<file path="src/rtl/bus_arbiter.sv">
// bus_arbiter
//   Shares one single-port memory between an instruction-fetch master (m0,
//   read-only) and a load/store master (m1). At most one transaction is in
//   flight: the grant, the memory request and the forwarded fields are all
//   combinational in the IDLE cycle. The response returns combinationally
//   from mem_rvalid/mem_rdata. A wait counter enforces a timeout of TMO cycles
//   after grant.
//
//   Build option: define ARB_ROUND_ROBIN_EN to make simultaneous requests
//   alternate between masters. Without it, m1 always wins a tie.
//
// Ports
//   clk, rst                    clock, synchronous active-high reset
//   m0_req/m0_addr              fetch request and address
//   m0_gnt/m0_rvalid/m0_rdata/m0_err   grant pulse, response, data, timeout flag
//   m1_req/m1_we/m1_addr/m1_wdata/m1_wstrb   load/store request and fields
//   m1_gnt/m1_rvalid/m1_rdata/m1_err   as for m0
//   mem_req/mem_we/mem_addr/mem_wdata/mem_wstrb   shared memory request
//   mem_rvalid/mem_rdata        memory response
//
// States
//   IDLE  | no transaction outstanding; arbitrate and issue
//   WAIT0 | m0 transaction outstanding, waiting for mem_rvalid or timeout
//   WAIT1 | m1 transaction outstanding, waiting for mem_rvalid or timeout

module bus_arbiter #(
    parameter int AW  = 32,
    parameter int DW  = 32,
    parameter int TMO = 16
) (
    input  logic            clk,
    input  logic            rst,

    input  logic            m0_req,
    input  logic [AW-1:0]   m0_addr,
    output logic            m0_gnt,
    output logic            m0_rvalid,
    output logic [DW-1:0]   m0_rdata,
    output logic            m0_err,

    input  logic            m1_req,
    input  logic            m1_we,
    input  logic [AW-1:0]   m1_addr,
    input  logic [DW-1:0]   m1_wdata,
    input  logic [DW/8-1:0] m1_wstrb,
    output logic            m1_gnt,
    output logic            m1_rvalid,
    output logic [DW-1:0]   m1_rdata,
    output logic            m1_err,

    output logic            mem_req,
    output logic            mem_we,
    output logic [AW-1:0]   mem_addr,
    output logic [DW-1:0]   mem_wdata,
    output logic [DW/8-1:0] mem_wstrb,
    input  logic            mem_rvalid,
    input  logic [DW-1:0]   mem_rdata
);

    typedef enum logic [1:0] {
        IDLE  = 2'd0,
        WAIT0 = 2'd1,
        WAIT1 = 2'd2
    } state_t;

    // Counter holds (cycles spent in WAIT) - 1, so the timeout cycle is the
    // one where it equals TMO-1: exactly TMO cycles after the grant.
    localparam logic [7:0] CNT_LAST = 8'(TMO - 1);

    state_t     state, state_nxt;
    logic [7:0] wait_cnt, wait_cnt_nxt;
    logic       grant0, grant1;
    logic       timeout;

`ifdef ARB_ROUND_ROBIN_EN
    logic       last_m1, last_m1_nxt;
`endif

    // Arbitration, only meaningful in IDLE.
    always_comb begin
        grant0 = 1'b0;
        grant1 = 1'b0;
        if (state == IDLE) begin
`ifdef ARB_ROUND_ROBIN_EN
            if (m0_req && m1_req) begin
                grant0 = last_m1;
                grant1 = !last_m1;
            end else begin
                grant0 = m0_req;
                grant1 = m1_req;
            end
`else
            grant1 = m1_req;
            grant0 = m0_req && !m1_req;
`endif
        end
    end

    assign timeout = (wait_cnt == CNT_LAST);

    always_ff @(posedge clk) begin
        if (rst) begin
            state    <= IDLE;
            wait_cnt <= 8'd0;
        end else begin
            state    <= state_nxt;
            wait_cnt <= wait_cnt_nxt;
        end
    end

`ifdef ARB_ROUND_ROBIN_EN
    always_comb begin
        last_m1_nxt = last_m1;
        if (grant1) begin
            last_m1_nxt = 1'b1;
        end else if (grant0) begin
            last_m1_nxt = 1'b0;
        end
    end

    always_ff @(posedge clk) begin
        if (rst) begin
            last_m1 <= 1'b1;
        end else begin
            last_m1 <= last_m1_nxt;
        end
    end
`endif

    always_comb begin
        state_nxt    = state;
        wait_cnt_nxt = wait_cnt;
        m0_gnt       = 1'b0;
        m0_rvalid    = 1'b0;
        m0_rdata     = '0;
        m0_err       = 1'b0;
        m1_gnt       = 1'b0;
        m1_rvalid    = 1'b0;
        m1_rdata     = '0;
        m1_err       = 1'b0;
        mem_req      = 1'b0;
        mem_we       = 1'b0;
        mem_addr     = '0;
        mem_wdata    = '0;
        mem_wstrb    = '0;

        case (state)
            IDLE: begin
                if (grant0) begin
                    m0_gnt       = 1'b1;
                    mem_req      = 1'b1;
                    mem_addr     = m0_addr;
                    wait_cnt_nxt = 8'd0;
                    state_nxt    = WAIT0;
                end else if (grant1) begin
                    m1_gnt       = 1'b1;
                    mem_req      = 1'b1;
                    mem_we       = m1_we;
                    mem_addr     = m1_addr;
                    mem_wdata    = m1_wdata;
                    mem_wstrb    = m1_wstrb;
                    wait_cnt_nxt = 8'd0;
                    state_nxt    = WAIT1;
                end
            end
            WAIT0: begin
                // A response in the timeout cycle wins over the error.
                if (mem_rvalid) begin
                    m0_rvalid = 1'b1;
                    m0_rdata  = mem_rdata;
                    state_nxt = IDLE;
                end else if (timeout) begin
                    m0_rvalid = 1'b1;
                    m0_err    = 1'b1;
                    state_nxt = IDLE;
                end else begin
                    wait_cnt_nxt = wait_cnt + 8'd1;
                end
            end
            WAIT1: begin
                if (mem_rvalid) begin
                    m1_rvalid = 1'b1;
                    m1_rdata  = mem_rdata;
                    state_nxt = IDLE;
                end else if (timeout) begin
                    m1_rvalid = 1'b1;
                    m1_err    = 1'b1;
                    state_nxt = IDLE;
                end else begin
                    wait_cnt_nxt = wait_cnt + 8'd1;
                end
            end
            default: begin
                state_nxt = IDLE;
            end
        endcase

        // Outputs are combinational from inputs, so hold them quiet while
        // reset is asserted rather than waiting for the state to clear.
        if (rst) begin
            m0_gnt    = 1'b0;
            m0_rvalid = 1'b0;
            m0_rdata  = '0;
            m0_err    = 1'b0;
            m1_gnt    = 1'b0;
            m1_rvalid = 1'b0;
            m1_rdata  = '0;
            m1_err    = 1'b0;
            mem_req   = 1'b0;
            mem_we    = 1'b0;
            mem_addr  = '0;
            mem_wdata = '0;
            mem_wstrb = '0;
        end
    end

endmodule
</file>
<file path="config.mk">
export PLATFORM = sky130hd
export DESIGN_NAME = bus_arbiter
export DESIGN_NICKNAME = d
export VERILOG_FILES = /design/src/rtl/bus_arbiter.sv
export SDC_FILE = /design/constraint.sdc
export NUM_CORES = 1
export LEC_CHECK = 0
export ABC_AREA = 1
export ABC_CLOCK_PERIOD_IN_PS = 1600
export BUFFER_PORTS_ARGS = -buffer_cell sky130_fd_sc_hd__buf_2
export CAP_MARGIN = 20
export CORE_AREA = 2 2 106 108
export CTS_CLUSTER_DIAMETER = 100
export DETAILED_ROUTE_END_ITERATION = 7
export DIE_AREA = 0 0 108 110
export PLACE_DENSITY = 0.52
export RECOVER_POWER = 100
export SLEW_MARGIN = 20
export SYNTH_ARGS = -nofsm -noshare
export SYNTH_HDL_FRONTEND = slang
export SYNTH_SLANG_ARGS = --single-unit
</file>
<file path="constraint.sdc">
create_clock -name clk -period 1.6 [get_ports clk]
set_input_delay 0.08 -clock clk [delete_from_list [all_inputs] [get_ports clk]]
set_output_delay 0.08 -clock clk [all_outputs]
set_load 0.1 [all_outputs]
</file>
; After elaboration in Yosys (flattened, before gate mapping)
; Cells that the tools add are included.
[op_classes]
eq_ne = 7
muxes = 54
n_reduce_logical = 7
addsub = 1
[ops]
columns = op, n
row1 = 32-bit two-way mux, 13
row2 = 8-bit two-way mux, 4
row3 = 1-bit two-way mux, 27
row4 = 4-bit two-way mux, 4
row5 = 8-bit case mux with 2 select lines, 1
row6 = 8-bit by 1-bit adder with 8-bit output (second input constant), 1
row7 = 8-bit by 4-bit equality test with 1-bit output (second input constant), 1
row8 = 2-bit two-way mux, 4
row9 = 2-bit != test (second input constant), 2
row10 = 2-bit case mux with 2 select lines, 1
row11 = 4-bit AND reduction, 1
row12 = 3-bit by 1-bit != test with 1-bit output (second input constant), 1
row13 = 3-bit != test (second input constant), 1
row14 = 2-bit by 1-bit equality test with 1-bit output (second input constant), 1
row15 = 2-bit equality test (second input constant), 1
row16 = 2-bit zero test, 1
row17 = 2-bit AND reduction, 1
row18 = 2-bit nonzero test, 1
row19 = 2-bit OR reduction, 1
row20 = 1-bit logical AND, 1
row21 = 1-bit zero test, 1
[totals]
regBits = 10
input_bits = 138
out_inout_bits = 140

; Logic depth before layout (Yosys ltp)
; Gate-level depths: netlist of the first run.
[logic_depth]
ltp_word = 6
ltp_mapped = 10

; Worst setup path after synthesis of the first run
; OpenSTA, ideal clock, no wires.
[synth_path]
kind = flip-flop to output port
start = register state[0]
end = output mem_addr[10]
path_slack_ns = -0.965
t_arrival_ns = 2.485
t_required_ns = 1.520
stages_incl_launch_ff = 8
n_path_buf = 1
path_cell_list = dfxtp_1 > inv_1 > ha_1 > nand3_1 > inv_1 > buf_2 > nand2_1 > a21oi_1
[synth_via]
elab_chain_len = 6
elab_cells_between_ends = 7
cone_classes = 6 x mux / 1 x reduce/logical
[synth_lines]
columns = element, line_no
row1 = "start, declared", 70  ; state_t state, state_nxt;
row2 = "start signal, assigned", 106  ; state <= state_nxt;
row3 = 2-bit zero test *, "83, 147"
row4 = 1-bit two-way mux, 83  ; if (state == IDLE) begin
row5 = 32-bit two-way mux, 155  ; end else if (grant1) begin
row6 = 32-bit two-way mux, 149  ; if (grant0) begin
row7 = 32-bit two-way mux *, 147  ; case (state)
row8 = 32-bit two-way mux *, 200  ; if (rst) begin
row9 = "end, declared", 53  ; output logic [AW-1:0] mem_addr,
; Every way passes the cells marked *; elsewhere a longest branch is shown, timed or not.

; Worst setup path in the final report of the first run
[layout_path]
start = register state[1]
end = output mem_addr[16]
; Same word-level chain as after synthesis.

==> impl_metrics.env, run 1 <==
export IMPL_layout_setup_ws_ns=-0.120
export IMPL_worstRegToRegCells=8
export IMPL_htreeDepth=1
export IMPL_cp_end_kind="primary output"
export IMPL_first_iter_violations=251
export IMPL_hpwl_um=11400
export IMPL_ant_nets=0
export IMPL_fin_nets=856
export IMPL_grt_usage=0.213
export IMPL_cp_top_family="buffers and inverters"
export IMPL_dpl_worst_slack_ns=0.0114
export IMPL_cp_cell_sequence="inv_2 -> ha_4 -> nand3_4 -> inv_8 -> clkbuf_16 -> nand2_2 -> a21oi_4 -> buf_12"
export IMPL_overflow=0
export IMPL_place_congestion=0.813
export IMPL_hold_start="rst"
export IMPL_drc=0
export IMPL_worstSetupPathType="register to primary output"
export IMPL_drv_cap=0
export IMPL_fillerInstances=813
export IMPL_fin_total_pwr_mw=3.61
export IMPL_cts_sinks=10
export IMPL_ys_ff_latch=10
export IMPL_vdd_drop_max_mv=0.268
export IMPL_rrSetupSlack_ns=0.14
export IMPL_dp_cells=834
export IMPL_min_period_ns=1.72
export IMPL_grt_setup_unrepaired="yes"
export IMPL_final_period_utilization=1.08
export IMPL_syn_area_sq_um=1960
export IMPL_hold_violations=0
export IMPL_clock_skew_ns=0.000700
export IMPL_power_density_nw_per_um2=483
export IMPL_violations="setup timing"
export IMPL_dr_pass1_iters=5
export IMPL_leakage_nw=2.94
export IMPL_grt_pass1_wl_um=20100
export IMPL_tns_ns=-6.06
export IMPL_ys_warn_count=0
export IMPL_crit_slowest_cell="dfxtp_2"
export IMPL_cts_buffers=3
export IMPL_vias_per_cell=4.67
export IMPL_io_pin_count=278
export IMPL_initial_utilization=0.183
export IMPL_synthCells=423
export IMPL_tightestPinTransition_ns=0.371
export IMPL_slowest_delay_ns=0.33
export IMPL_vias=3978
export IMPL_drive_above_1_share=0.765
export IMPL_regToRegStartpoint="state[1]$_SDFFE_PP0P_"
export IMPL_seq_area_frac_synth=0.102
export IMPL_hold_path_class="input port to register"
export IMPL_holdPathEnd="wait_cnt[7]$_SDFFE_PP0P_"
export IMPL_synth_cell_types=27
export IMPL_reg2reg_to="wait_cnt[2]$_SDFFE_PP0P_"
export IMPL_fmax_mhz=581
export IMPL_cts_tree="done"
export IMPL_avgRoutedWirePerCell_um=17.3
export IMPL_die_area_sq_um=11900
export IMPL_die_h_um=110
export IMPL_die_x_um=108
export IMPL_wirelength_um=14800
export IMPL_drv_slew=0
export IMPL_crit_path_start_kind="register"
export IMPL_synth_nets=565
export IMPL_grt_pass1_vias=3912
export IMPL_hold_buffers=0
export IMPL_crit_arrival_ns=1.64
export IMPL_synth_enable_flop_cells=0
export IMPL_setup_viol=99
export IMPL_instances_no_fill=852
export IMPL_areaGrowthSynthToFinish_pct=282
export IMPL_cp_depth=8
export IMPL_synth_flop_cell="dfxtp_1"
export IMPL_clock_path_buffers=2
export IMPL_crit_buf_inv=4
export IMPL_core_sq_um=10700
export IMPL_relSlewSlack=0.753
export IMPL_clock_latency_ns=0.24
export IMPL_crit_fanout=8
export IMPL_synth_avg_cell_area_sq_um=4.63
export IMPL_n_antenna_cell=0
export IMPL_synthArstFlopShare=0
export IMPL_fp_row_count=38
export IMPL_cts_root_buf="clkbuf_8"
export IMPL_status="finished, violations left"
export IMPL_critical_path_required_ns=1.52
export IMPL_port_buffers=277
export IMPL_grt_max_degree=34
export IMPL_clkTransAtPathRegs_ns=0.05
export IMPL_antenna_found_initial=1
export IMPL_holdPathStages=4
-- registers in the layout, indices dropped and copies added, names as in the netlist --
register and count:
state 2, wait_cnt 8
-- worst max-delay path by stage --
| stage | startpoint | end | slack [ns] |
|---|---|---|---|
| CTS | state[0]$_SDFFE_PP0P_ | mem_wdata[23] | -0.14 |
| detailed placement | state[1]$_SDFFE_PP0P_ | mem_addr[20] | 0.01 |
| global route | state[1]$_SDFFE_PP0P_ | mem_addr[23] | -0.17 |
| floorplan | state[1]$_SDFFE_PP0P_ | m0_rdata[0] | -0.40 |
| global placement | state[1]$_SDFFE_PP0P_ | mem_addr[20] | 0.03 |
| finish | state[1]$_SDFFE_PP0P_ | mem_addr[16] | -0.12 |
-- worst register-to-register path: cells and delay by family (launching register included) --
kind | cells | cell delay, ns
flip-flops | 1 | 0.34
buffers and inverters | 2 | 0.12
AND/OR/NAND/NOR | 4 | 0.56
adder cells (fa/ha/maj) | 1 | 0.26
AO/OA/AOI/OAI | 1 | 0.12
-- area by class of cell --
type,instances,area (sq um),share of cell area
Clock buffer,3,41.3,0.00552
Inverter,23,109,0.0145
Multi-Input combinational cell,361,2920,0.390
Sequential cell,10,208,0.0277
Tap cell,140,175,0.0234
Timing Repair Buffer,315,4040,0.539
-- timing repair --
item / 4_1_cts / 5_1_grt
buffers inserted: 3 / 3
cloned: 3 / 7
resized for setup: 51 / 56
setup endpoints to repair: 125 / 114
pin swaps: 3 / 28
-- cell usage in the layout (no fill, tap or decap), types with 2 or more instances in the layout --
master / n
inv_2: 3
buf_6: 2
nor2_1: 9
inv_1: 16
nand4_1: 3
nand3_1: 9
ha_1: 2
nor2_2: 21
clkbuf_16: 5
o21ai_0: 2
buf_4: 20
nand2_1: 112
nor2_4: 92
dfxtp_2: 3
ha_4: 2
nand2_4: 14
a21oi_2: 2
dfxtp_1: 6
a21oi_1: 4
buf_2: 136
nand2_2: 48
clkbuf_8: 3
a21oi_4: 33
buf_12: 149
nand3_4: 3
-- Yosys cell counts, types with 2 or more instances --
| cell | count | area (sq um) |
|---|---|---|
| nor2_2 | 3 | 18.8 |
| clkbuf_1 | 11 | 41.3 |
| nor2_1 | 118 | 443 |
| a21oi_2 | 2 | 17.5 |
| nand3_1 | 11 | 55.1 |
| dfxtp_1 | 10 | 200 |
| inv_2 | 2 | 7.51 |
| nand2_1 | 174 | 653 |
| inv_1 | 19 | 71.3 |
| buf_2 | 10 | 50.1 |
| buf_1 | 5 | 18.8 |
| nand4_1 | 3 | 18.8 |
| ha_1 | 4 | 50.1 |
| o21ai_0 | 2 | 10.0 |
| a21oi_1 | 37 | 185 |
-- power by group --
group | internal (mW) | leakage (nW) | switching, mW | total [mW]
clock | 0.165 | 0.0216 | 0.102 | 0.267
sequential | 0.270 | 0.0835 | 0.0266 | 0.297
combinational | 1.09 | 2.84 | 1.96 | 3.05
total | 1.53 | 2.94 | 2.09 | 3.61
-- routing by layer --
| layer | up-vias | wire, um | GRT usage | part of all wire |
|---|---|---|---|---|
| met5 | - | 10 | 0 | 0.00068 |
| met4 | 2 | 444 | 0.0678 | 0.030 |
| met3 | 36 | 1550 | 0.0747 | 0.11 |
| met2 | 239 | 7880 | 0.403 | 0.53 |
| met1 | 1823 | 4890 | 0.221 | 0.33 |
| li1 | 1878 | - | - | - |
-- logic make-up (layout without fill, tap and decap cells) --
group,count (synthesis),count (layout),share of synthesized area
AO/OA/AOI/OAI,42,42,0.111
flip-flops,10,10,0.102
XOR/XNOR,1,1,0.00447
adder cells (fa/ha/maj),4,4,0.0255
AND/OR/NAND/NOR,314,314,0.639
buffers and inverters,52,341,0.118
-- through the flow --
step                      hold slack [ns]  area (sq um)  utilization
after global placement              0.426          6840        0.639
after CTS                           0.209          7150        0.668
after detailed placement            0.433          6840        0.639
final                               0.215          7490        0.700
after floorplan                     0.266          3060            -
after global routing                0.231          7490        0.700
Note: power is estimated with default switching activity, not from simulation.
==> inputs of run 2 (changes only) <==
ABC_AREA = 0   (was 1)
CORE_AREA = 2 2 107 109   (was 2 2 106 108)
DIE_AREA = 0 0 109 111   (was 0 0 108 110)
PLACE_DENSITY = 0.49   (was 0.52)
==> run 2 against run 1 <==
Largest power group unchanged. Critical path type unchanged. Fmax decreased by 0.21%. The run still ends with setup timing left. Clock-buffer cell count is the same. Die area up 1.8%.
==> impl_metrics.env, run 2 <==
export IMPL_drc=0
export IMPL_regArea_sq_um=215
export IMPL_relSlewSlack=0.749
export IMPL_regToRegStartpoint="wait_cnt[4]$_SDFFE_PP0P_"
export IMPL_worstSetupPathType="register to primary output"
export IMPL_hpwl_um=9270
export IMPL_place_congestion=0.850
export IMPL_critical_path_required_ns=1.52
export IMPL_layout_setup_ws_ns=-0.124
export IMPL_rrSetupSlack_ns=-0.07
export IMPL_tns_ns=-8.79
export IMPL_drv_slew=0
export IMPL_clock_latency_ns=0.24
export IMPL_instances_no_fill=749
export IMPL_ys_warn_count=0
export IMPL_fin_total_pwr_mw=3.59
export IMPL_fp_row_count=39
export IMPL_final_cell_mix="buf_12 (149), buf_2 (137), nor2_4 (99), nand2_1 (35), a22oi_2 (32)"
export IMPL_cts_root_buf="clkbuf_16"
export IMPL_fin_nets=749
export IMPL_reg2reg_to="wait_cnt[2]$_SDFFE_PP0P_"
export IMPL_crit_fanout=7
export IMPL_first_iter_violations=98
export IMPL_vdd_drop_max_mv=0.539
export IMPL_port_buffers=277
export IMPL_grt_pass1_wl_um=18000
export IMPL_crit_path_start_kind="register"
export IMPL_wirelength_um=11900
export IMPL_clock_path_buffers=2
export IMPL_hold_start="rst"
export IMPL_synthTopCellsByCount="nor2_1 (101), and3_1 (38), nand2_1 (36), a22oi_1 (32), clkbuf_1 (30)"
export IMPL_yosys_area_top_type="nor2_1"
export IMPL_initial_utilization=0.157
export IMPL_multiInputGateArea_sq_um=2550
export IMPL_final_period_utilization=1.08
export IMPL_hold_buffers=0
export IMPL_cts_tree="done"
export IMPL_yosysMostFrequentCell="nor2_1"
export IMPL_crit_arrival_ns=1.64
export IMPL_largest_reg_flops=8
export IMPL_fmax_mhz=580
export IMPL_synth_enable_flop_cells=0
export IMPL_status="finished, violations left"
export IMPL_synth_avg_cell_area_sq_um=5.67
export IMPL_synth_flop_cell="dfxtp_1"
export IMPL_dr_pass1_iters=4
export IMPL_grt_usage=0.185
export IMPL_die_area_sq_um=12100
export IMPL_top_regs="wait_cnt: 8 flops, state: 2 flops"
export IMPL_overflow=0
export IMPL_die_x_um=109
export IMPL_synth_area_leaders="nor2_1 (22%), a22oi_1 (14%), and3_1 (14%)"
export IMPL_holdPathStages=2
export IMPL_vias=3409
export IMPL_hold_path_class="input port to register"
export IMPL_cts_sinks=10
export IMPL_synth_top_area_frac=0.218
export IMPL_dp_cells=712
export IMPL_die_h_um=111
export IMPL_grt_setup_unrepaired="yes"
export IMPL_drive_above_1_share=0.889
export IMPL_clock_skew_ns=0.00605
export IMPL_largest_register="wait_cnt"
export IMPL_tightestPinTransition_ns=0.376
export IMPL_clkTransAtPathRegs_ns=0.04
export IMPL_ant_nets=0
export IMPL_place_area_sq_um=6640
export IMPL_drv_cap=0
export IMPL_io_pin_count=278
export IMPL_synth_nets=449
export IMPL_core_sq_um=11100
export IMPL_grt_max_degree=39
export IMPL_synth_cell_types=31
export IMPL_setup_viol=107
export IMPL_final_cell_area_sq_um=7270
export IMPL_seq_area_frac_synth=0.115
export IMPL_synthArstFlopShare=0
export IMPL_holdPathEnd="state[0]$_SDFFE_PP0P_"
export IMPL_dpl_worst_slack_ns=-0.104
export IMPL_grt_pass1_vias=3523
export IMPL_whs_ns=0.252
export IMPL_syn_area_sq_um=1740
export IMPL_synthCells=307
export IMPL_min_period_ns=1.72
export IMPL_areaGrowthSynthToFinish_pct=318
export IMPL_utilization=0.656
export IMPL_leakage_nw=2.88
export IMPL_power_density_nw_per_um2=494
export IMPL_cp_end_kind="primary output"
export IMPL_hold_violations=0
export IMPL_avgRoutedWirePerCell_um=15.9
export IMPL_violations="setup timing"
export IMPL_htreeDepth=1
export IMPL_antenna_found_initial=1
export IMPL_cts_buffers=3
export IMPL_vias_per_cell=4.55
export IMPL_ys_ff_latch=10
export IMPL_mostFrequentLayoutCell="buf_12"
export IMPL_worstRegToRegCells=7
export IMPL_fillerInstances=817
-- run 2: final cells by class --
cell class	instances	share of cell area
Tap cell	143	0.0246
Sequential cell	10	0.0296
Clock buffer	3	0.0103
Multi-Input combinational cell	257	0.351
Timing Repair Buffer	329	0.580
Inverter	6	0.00396
Antenna cell	1	0.000344
-- run 2: how the worst max path moves through the flow --
stage / start / end / depth (start not counted)
after floorplan: wait_cnt[6]$_SDFFE_PP0P_ / m0_rvalid / 4
after global placement: state[0]$_SDFFE_PP0P_ / wait_cnt[7]$_SDFFE_PP0P_ / 6
after detailed placement: state[0]$_SDFFE_PP0P_ / wait_cnt[2]$_SDFFE_PP0P_ / 6
after CTS: state[1]$_SDFFE_PP0P_ / mem_addr[18] / 7
after global routing: state[1]$_SDFFE_PP0P_ / mem_addr[24] / 7
final: state[0]$_SDFFE_PP0P_ / mem_addr[1] / 7
-- run 2: repair_timing --
| action | in CTS | in global routing |
|---|---|---|
| endpoints found under the setup margin | 126 | 125 |
| resized for setup | 19 | 22 |
| pin swaps | 24 | 42 |
| buffers inserted | 16 | 8 |
| cloned | 4 | 5 |
-- run 2: routing by layer --
metal	routed length, um	vias up	track usage
met5	0	-	0
met1	4090	1600	0.200
li1	-	1665	-
met3	747	16	0.0364
met2	6850	128	0.362
met4	201	0	0.0350
-- run 2: critical path, cell delays in order (launching register included) --
cell	delay, ns
dfxtp_2	0.33
inv_4	0.07
ha_4	0.15
and3b_4	0.31
clkbuf_16	0.19
a22oi_2	0.07
nor2_4	0.11
buf_12	0.18
-- run 2: logic make-up after synthesis --
logic type | Yosys count | share of synthesized area
compound gates | 52 | 0.219
fa+ha+maj | 4 | 0.0288
buf+inv | 40 | 0.0971
flops | 10 | 0.115
simple gates | 201 | 0.540
-- run 2: power breakdown --
group / total (mW) / internal, mW / switching (mW)
clock network: 0.437 / 0.324 / 0.114
registers: 0.262 / 0.254 / 0.00764
logic: 2.89 / 1.11 / 1.78
total: 3.59 / 1.69 / 1.90
==> inputs of run 3 (changes only) <==
ABC_CLOCK_PERIOD_IN_PS = 1900   (was 1600)
CORE_AREA = 2 2 108 110   (was 2 2 107 109)
DIE_AREA = 0 0 110 112   (was 0 0 109 111)
PLACE_DENSITY = 0.47   (was 0.49)
clock period = 1.9 ns   (was 1.6 ns; I/O delays follow)
==> run 3 against run 2 <==
The run now ends clean. Worst hold slack lost 0.066 ns. Die area up 1.8%. Clock-buffer cell count is 1 higher. Cell count is 4.3% lower.
==> impl_metrics.env, run 3 (synthesis results as in run 2) <==
export IMPL_vdd_drop_max_mv=0.390
export IMPL_crit_fanout=8
export IMPL_largest_register="wait_cnt"
export IMPL_reg2reg_to="wait_cnt[3]$_SDFFE_PP0P_"
export IMPL_cp_end_kind="primary output"
export IMPL_grt_setup_unrepaired="yes"
export IMPL_vias_per_cell=4.51
export IMPL_drv_cap=0
export IMPL_swShare=0.527
export IMPL_final_period_utilization=0.963
export IMPL_initial_utilization=0.156
export IMPL_wirelength_um=11100
export IMPL_first_iter_violations=139
export IMPL_cts_root_buf="clkbuf_16"
export IMPL_cts_buffers=3
export IMPL_hold_path_class="input port to register"
export IMPL_mostFrequentLayoutCell="buf_12"
export IMPL_crit_slowest_cell="and3b_2"
export IMPL_dp_cells=707
export IMPL_p_clk_frac=0.149
export IMPL_hold_violations=0
export IMPL_areaGrowthSynthToFinish_pct=250
export IMPL_grt_usage=0.156
export IMPL_hpwl_um=8640
export IMPL_hold_buffers=0
export IMPL_worstSetupPathType="register to primary output"
export IMPL_place_congestion=0.817
export IMPL_final_cell_mix="buf_12 (144), buf_2 (137), nor2_1 (69), nand2_1 (36)"
export IMPL_whs_ns=0.186
export IMPL_status="finished clean"
export IMPL_port_buffers=277
export IMPL_relSlewSlack=0.730
export IMPL_leakage_nw=2.62
export IMPL_power_internal_mw=1.34
export IMPL_die_x_um=110
export IMPL_clock_latency_ns=0.24
export IMPL_power_net_switching_mw=1.49
export IMPL_vias=3235
export IMPL_rrSetupSlack_ns=0.23
export IMPL_crit_path_start_kind="register"
export IMPL_pwr_share_seq=0.078
export IMPL_drc=0
export IMPL_min_period_ns=1.83
export IMPL_tightestPinTransition_ns=0.405
export IMPL_crit_arrival_ns=1.73
export IMPL_worstRegToRegCells=7
export IMPL_drive_above_1_share=0.707
export IMPL_cp_cell_sequence="inv_2 -> ha_4 -> and3b_2 -> buf_6 -> a22oi_2 -> nor2_4 -> buf_12"
export IMPL_critPathCapture="mem_addr[3]"
export IMPL_core_sq_um=11200
export IMPL_fin_nets=717
export IMPL_htreeDepth=1
export IMPL_die_area_sq_um=12300
export IMPL_fmax_mhz=547
export IMPL_clock_path_buffers=2
export IMPL_n_antenna_cell=0
export IMPL_cts_sinks=10
export IMPL_ant_nets=0
export IMPL_largest_reg_flops=8
export IMPL_avgRoutedWirePerCell_um=15.4
export IMPL_cts_tree="done"
export IMPL_fp_row_count=39
export IMPL_drv_slew=0
export IMPL_overflow=0
export IMPL_setup_viol=0
export IMPL_cp_startpoint="state[1]$_SDFFE_PP0P_"
export IMPL_slowest_delay_ns=0.34
export IMPL_grt_max_degree=39
export IMPL_top_regs="wait_cnt: 8 flops, state: 2 flops"
export IMPL_instances_no_fill=717
export IMPL_clkTransAtPathRegs_ns=0.04
export IMPL_io_pin_count=278
export IMPL_grt_pass1_wl_um=15600
export IMPL_power_density_nw_per_um2=465
export IMPL_p_comb_frac=0.773
export IMPL_antenna_found_initial=0
export IMPL_critical_path_required_ns=1.80
export IMPL_dr_pass1_iters=4
export IMPL_regToRegStartpoint="state[0]$_SDFFE_PP0P_"
export IMPL_die_h_um=112
export IMPL_tns_ns=0
export IMPL_clock_skew_ns=0.000965
export IMPL_grt_pass1_vias=3107
export IMPL_hold_start="rst"
-- run 3: cell types whose count changed in the layout (fill, tap and decap cells not counted), sizes merged --
cell,previous run,this run
buf,324,293
clkinvlp,1,0
diode,1,0
inv,5,6
-- run 3: cell type report --
cell class              instances  area (sq um)
fillers                       991          5080
inverters                       6          22.5
clock buffers                   4          88.8
repair buffers                297          3770
well taps                     143           179
flip-flops and latches         10           203
multi-input cells             257          1830
-- run 3: timing repair --
item                       CTS  global route
resized for setup            0            46
setup endpoints to repair    0            71
setup buffers                0             0
-- run 3: worst min path at each step --
stage,cells after the start,end,slack [ns]
6_report,2,state[1]$_SDFFE_PP0P_,0.19
3_3_place_gp,2,state[1]$_SDFFE_PP0P_,0.44
5_1_grt,2,state[0]$_SDFFE_PP0P_,0.22
2_1_floorplan,1,state[0]$_SDFFE_PP0P_,0.21
3_5_place_dp,2,state[0]$_SDFFE_PP0P_,0.45
4_1_cts,2,state[0]$_SDFFE_PP0P_,0.20
-- run 3: metal layers --
metal  vias to the layer above  part of all wire  track usage
met5                         -                 0            0
met1                      1502              0.36        0.167
li1                       1585                 -            -
met2                       135              0.56        0.306
met3                        13             0.070       0.0310
met4                         0             0.010       0.0270
-- run 3: power by group through the flow --
stage | registers (mW) | logic, mW | clock network [mW]
after detailed placement | 0.224 | 2.06 | 0
after global placement | 0.224 | 2.05 | 0
after floorplan | 0.223 | 1.28 | 0
after CTS | 0.221 | 2.07 | 0.429
final | 0.222 | 2.19 | 0.422
after global routing | 0.223 | 2.28 | 0.441
-- run 3: per-stage QoR --
step                      cell area [sq um]  utilization  setup WS [ns]  total power, mW
after floorplan                        2030            -         -0.395             1.51
after global placement                 5700        0.510          0.273             2.27
after detailed placement               5700        0.510          0.249             2.29
after CTS                              5790        0.518        0.00106             2.72
after global routing                   6090        0.545        -0.0257             2.95
final                                  6090        0.545         0.0711             2.83
-- run 3: critical path: cells and delay by family (launching register included) --
family,cells,cell delay (ns)
buffers and inverters,3,0.47
AND/OR/NAND/NOR,2,0.45
flip-flops,1,0.32
adder cells (fa/ha/maj),1,0.15
AO/OA/AOI/OAI,1,0.09
